--- src/rtl/pc_fetch_ctrl.sv ---
// ============================================================================
// Module   : pc_fetch_ctrl
// Brief    : Fetch sequencer driving PC ld/inc/D, instruction reads, IR strobe,
//            branch redirects, interrupt entry and bus-timeout traps.
// Revision : 1.0
// ============================================================================
`default_nettype none

module pc_fetch_ctrl #(
  parameter logic [15:0] RESET_VEC = 16'h0000,
  parameter logic [15:0] INT_VEC   = 16'h0004,
  parameter logic [15:0] ERR_VEC   = 16'h0008,
  parameter int unsigned TIMEOUT   = 15
) (
  input  logic        clk,
  input  logic        reset_n,
  input  logic [15:0] pc_q,
  output logic        pc_ld,
  output logic        pc_inc,
  output logic [15:0] pc_d,
  output logic        mem_rd,
  output logic [15:0] mem_addr,
  input  logic        mem_ack,
  output logic        ir_ld,
  output logic        ir_valid,
  input  logic        exec_done,
  input  logic        br_take,
  input  logic [15:0] br_target,
  input  logic        halt,
  input  logic        int_req,
  input  logic        ie_set,
  output logic        int_ack,
  output logic        ie,
  output logic [15:0] epc,
  output logic        bus_err,
  output logic [2:0]  state
);

  localparam logic [2:0] C_BOOT  = 3'd0;
  localparam logic [2:0] C_FETCH = 3'd1;
  localparam logic [2:0] C_EXEC  = 3'd2;
  localparam logic [2:0] C_TRAP  = 3'd3;
  localparam logic [2:0] C_HALT  = 3'd4;

  // Last wait count before the timeout trap fires on a further non-ack cycle.
  localparam logic [7:0] C_TO_LAST = 8'(TIMEOUT - 1);

  logic [2:0]  state_q, state_d;
  logic [7:0]  cnt_q, cnt_d;
  logic [15:0] vec_q, vec_d;
  logic [15:0] epc_q, epc_d;
  logic        ie_q, ie_d;
  logic        berr_q, berr_d;
  logic        w_ie_clr;
  logic        w_irq;

  assign w_irq = int_req && ie_q;

  always_ff @(posedge clk or negedge reset_n) begin
    if (!reset_n) begin
      state_q <= C_BOOT;
      cnt_q   <= 8'd0;
      vec_q   <= 16'h0000;
      epc_q   <= 16'h0000;
      ie_q    <= 1'b0;
      berr_q  <= 1'b0;
    end else begin
      state_q <= state_d;
      cnt_q   <= cnt_d;
      vec_q   <= vec_d;
      epc_q   <= epc_d;
      ie_q    <= ie_d;
      berr_q  <= berr_d;
    end
  end

  always_comb begin
    state_d  = state_q;
    cnt_d    = 8'd0;
    vec_d    = vec_q;
    epc_d    = epc_q;
    berr_d   = berr_q;
    w_ie_clr = 1'b0;
    case (state_q)
      C_BOOT: state_d = C_FETCH;
      C_FETCH: begin
        if (mem_ack) begin
          state_d = C_EXEC;
        end else if (cnt_q == C_TO_LAST) begin
          state_d  = C_TRAP;
          vec_d    = ERR_VEC;
          epc_d    = pc_q;
          berr_d   = 1'b1;
          w_ie_clr = 1'b1;
        end else begin
          cnt_d = cnt_q + 8'd1;
        end
      end
      C_EXEC: begin
        if (exec_done) begin
          if (w_irq) begin
            state_d  = C_TRAP;
            vec_d    = INT_VEC;
            epc_d    = br_take ? br_target : pc_q;
            w_ie_clr = 1'b1;
          end else if (br_take) begin
            state_d = C_FETCH;
          end else if (halt) begin
            state_d = C_HALT;
          end else begin
            state_d = C_FETCH;
          end
        end
      end
      C_TRAP: state_d = C_FETCH;
      C_HALT: begin
        if (w_irq) begin
          state_d  = C_TRAP;
          vec_d    = INT_VEC;
          epc_d    = pc_q;
          w_ie_clr = 1'b1;
        end
      end
      default: state_d = C_BOOT;
    endcase
    // A trap entry clearing ie takes precedence over a same-edge ie_set.
    ie_d = w_ie_clr ? 1'b0 : (ie_set ? 1'b1 : ie_q);
  end

  always_comb begin
    pc_ld    = 1'b0;
    pc_inc   = 1'b0;
    pc_d     = 16'h0000;
    mem_rd   = 1'b0;
    ir_ld    = 1'b0;
    ir_valid = 1'b0;
    int_ack  = 1'b0;
    if (reset_n) begin
      case (state_q)
        C_BOOT: begin
          pc_ld = 1'b1;
          pc_d  = RESET_VEC;
        end
        C_FETCH: begin
          mem_rd = 1'b1;
          ir_ld  = mem_ack;
          pc_inc = mem_ack;
        end
        C_EXEC: begin
          ir_valid = 1'b1;
          int_ack  = exec_done && w_irq;
          if (exec_done && !w_irq && br_take) begin
            pc_ld = 1'b1;
            pc_d  = br_target;
          end
        end
        C_TRAP: begin
          pc_ld = 1'b1;
          pc_d  = vec_q;
        end
        C_HALT: int_ack = w_irq;
        default: ;
      endcase
    end
  end

  assign mem_addr = pc_q;
  assign ie       = ie_q;
  assign epc      = epc_q;
  assign bus_err  = berr_q;
  assign state    = state_q;

endmodule

`default_nettype wire

--- config.mk ---
export PLATFORM = sky130hd
export DESIGN_NAME = pc_fetch_ctrl
export DESIGN_NICKNAME = d
export VERILOG_FILES = /design/src/rtl/pc_fetch_ctrl.sv
export SDC_FILE = /design/constraint.sdc
export NUM_CORES = 1
export LEC_CHECK = 0
export CAP_MARGIN = 20
export CORE_ASPECT_RATIO = 1.5
export CORE_UTILIZATION = 43
export CTS_CLUSTER_DIAMETER = 200
export CTS_CLUSTER_SIZE = 20
export DETAILED_ROUTE_END_ITERATION = 12
export PLACE_DENSITY = 0.91
export REMOVE_ABC_BUFFERS = 1
export SYNTH_ARGS = -nofsm -noshare
export SYNTH_HDL_FRONTEND = slang
export SYNTH_SLANG_ARGS = --single-unit
--- constraint.sdc ---
create_clock -name clk -period 5.5 [get_ports clk]
set_clock_uncertainty 0.15 [all_clocks]
set_input_delay 1.1 -clock clk [delete_from_list [all_inputs] [get_ports clk]]
set_output_delay 1.1 -clock clk [all_outputs]
set_load 0.01 [all_outputs]
==> metrics.csv <==
metric;value;unit
ys_ff_latch;31;
num-fill-cells;319;
endpoint;pc_d[8];
synth_top_area_share;40.5;%
numCtsBuffers;5;
rows;29;
fin_ws;1010;ps
cts_sinks;31;
n_antenna_cell;0;
clock_latency;280;ps
drc_errors;0;
path_max_fanout;20;
worstSetupEndpointType;output pin;
hold_buffers;0;
clkSlewWorstSetupHoldPaths;60;ps
reg2reg_depth;3;
core_area;0.00425;mm²
grt_pass1_vias;1610;
cap_violations;0;
synth.largest_area_cell;dfrtp_1;
grt_pass1_wl;7530;µm
first_iter_violations;22;
drive_gt1_share;19.2;%
synth-main-ff-cell;dfrtp_1;
viasPerCell;5.20;
cts.path.max_buffers;2;
maxClockFrequency;223;MHz
io_buffer_count;98;
drt-wirelength-per-cell;15.3;µm
cp-startpoint;br_take;
htreeDepth;2;
ant_nets;0;
fp.dieH;83.7;µm
antenna_found_initial;0;
pre_cts_slack;1010;ps
async_reset_ff_share;100;%
rrSetupSlack;3040;ps
grt_remaining_overflow;0;
yosys_warnings;0;
dieArea;0.00473;mm²
reg2reg_from;state[0];
io_pins;99;
first_pass_iters;5;
status;finished, final reports clean;
placedCellCount;298;
syn_area;0.00191;mm²
grt_usage;20.6;%
finalHoldViolCount;0;
fin_tns_setup;0;ps
synthTopCellsByArea;dfrtp_1 41%, mux2_2 14%, buf_4 7.1%;
worst_pin_slew;1040;ps
hpwl;3660;µm
whs;354;ps
r2r_end;epc[5];
area_growth;51.6;%
grt_max_degree;21;
start_kind;primary input;
path_class;primary input to output pin;
arrival;3240;ps
cts_tree;yes;
slew-limit-headroom;30.5;%
yosysSeqAreaShare;40.5;%
cts_setup_buffers;0;
period_share;81.7;%
cts_root_buffer;clkbuf_8;
synth_edf_count;0;
wl;4690;µm
fin_cells;306;
rsz0062_at_grt;false;
power.density;369;mW/mm²
fin_crit;4490;ps
synthCells;175;
ir_worst_vdd;0.315;mV
synth.distinct_cells;40;
leakagePower;1.21;nW
slew_viol_final;0;
fin_nets;301;
gp_congestion;0.799;
ctsResizeCount;0;
die_x;56.5;µm
setup_viol;0;
dr_total_vias;1590;
synth_area_per_cell;10.9;µm²
start_util;45.1;%
hold_path.class;register to register;
cp.required;4250;ps
==> power by group <==
part           internal [W]  switching, W
combinational      0.000293      0.000180
clock              0.000146     0.0000818
sequential         0.000305     0.0000634
==> final cells by class <==
class,instances,area (µm²),area share (%)
clock inverters,2,35.0,1.21
clock buffers,6,82.6,2.85
inverters,4,15.0,0.518
flip-flops and latches,31,776,26.7
repair buffers,101,1000,34.6
well taps,46,57.6,1.98
multi-input cells,116,931,32.1
==> cell usage after synthesis (all sizes together) (3+ instances only) <==
cell type / n
nor2: 20
buf: 23
a21oi: 4
and2: 16
nand2: 6
dfrtp: 31
inv: 4
nand4: 3
xor2: 6
nor3: 4
mux2: 32
==> placed cells by master, fill, tap and decap left out, drive strengths merged, types with 2 or more instances in the layout <==
| cell type | instances |
|---|---|
| a211o | 2 |
| a21oi | 4 |
| a32oi | 2 |
| and2 | 16 |
| and3 | 2 |
| buf | 3 |
| clkbuf | 6 |
| clkdlybuf4s50 | 98 |
| dfrtp | 31 |
| ha | 2 |
| inv | 4 |
| mux2 | 32 |
| nand2 | 6 |
| nand3 | 2 |
| nand4 | 3 |
| nor2 | 20 |
| nor2b | 2 |
| nor3 | 4 |
| xor2 | 6 |
==> how the worst min path moves through the flow <==
stage / startpoint / end / slack, ps / cells after the start
after floorplan: vec_q[3] / vec_q[3] / 310 / 1
after global placement: vec_q[3] / vec_q[3] / 330 / 1
after detailed placement: bus_err / bus_err / 330 / 1
after CTS: bus_err / bus_err / 360 / 1
after global routing: epc[5] / epc[5] / 370 / 1
final: vec_q[3] / vec_q[3] / 350 / 1
==> metrics by stage <==
step	util (%)	power, W	cell area [µm²]
2_1_floorplan	-	0.000586	1720
3_3_place_gp	65.5	0.000834	2780
3_5_place_dp	65.5	0.000849	2780
4_1_cts	68.3	0.00108	2900
5_1_grt	68.3	0.00113	2900
6_report	68.3	0.00107	2900
==> critical path, cell delays in order <==
cell,delay [ps]
clkdlybuf4s50_1,490
and3b_1,160
buf_4,260
and3_1,490
and2_1,190
clkdlybuf4s50_1,530
==> registers in the layout (all words and copies together) (netlist names) <==
name     flops
bus_err      1
cnt_q        8
epc         16
ie           1
state        3
vec_q        2
==> logic make-up (layout without fill, tap and decap cells) <==
| kind of cell | after synthesis | count (layout) | synth area share, % |
|---|---|---|---|
| xor gates and xnor gates | 7 | 7 | 3.20 |
| DFF | 31 | 31 | 40.5 |
| buffers and inverters | 28 | 113 | 10.8 |
| and+or+nand+nor | 60 | 60 | 17.2 |
| AOI/OAI and AO/OA | 15 | 15 | 6.34 |
| muxes | 32 | 32 | 20.6 |
| adders and majority gates | 2 | 2 | 1.31 |
==> per-layer routing <==
| layer | track usage, % | vias to the layer above | part of all wire [%] |
|---|---|---|---|
| met3 | 5.27 | 6 | 5.5 |
| met2 | 38.8 | 59 | 56 |
| met1 | 21.4 | 779 | 38 |
| met4 | 6.65 | 0 | 1.3 |
| li1 | - | 746 | - |
| met5 | 0 | - | 0 |
(Power assumes the default switching activity.)
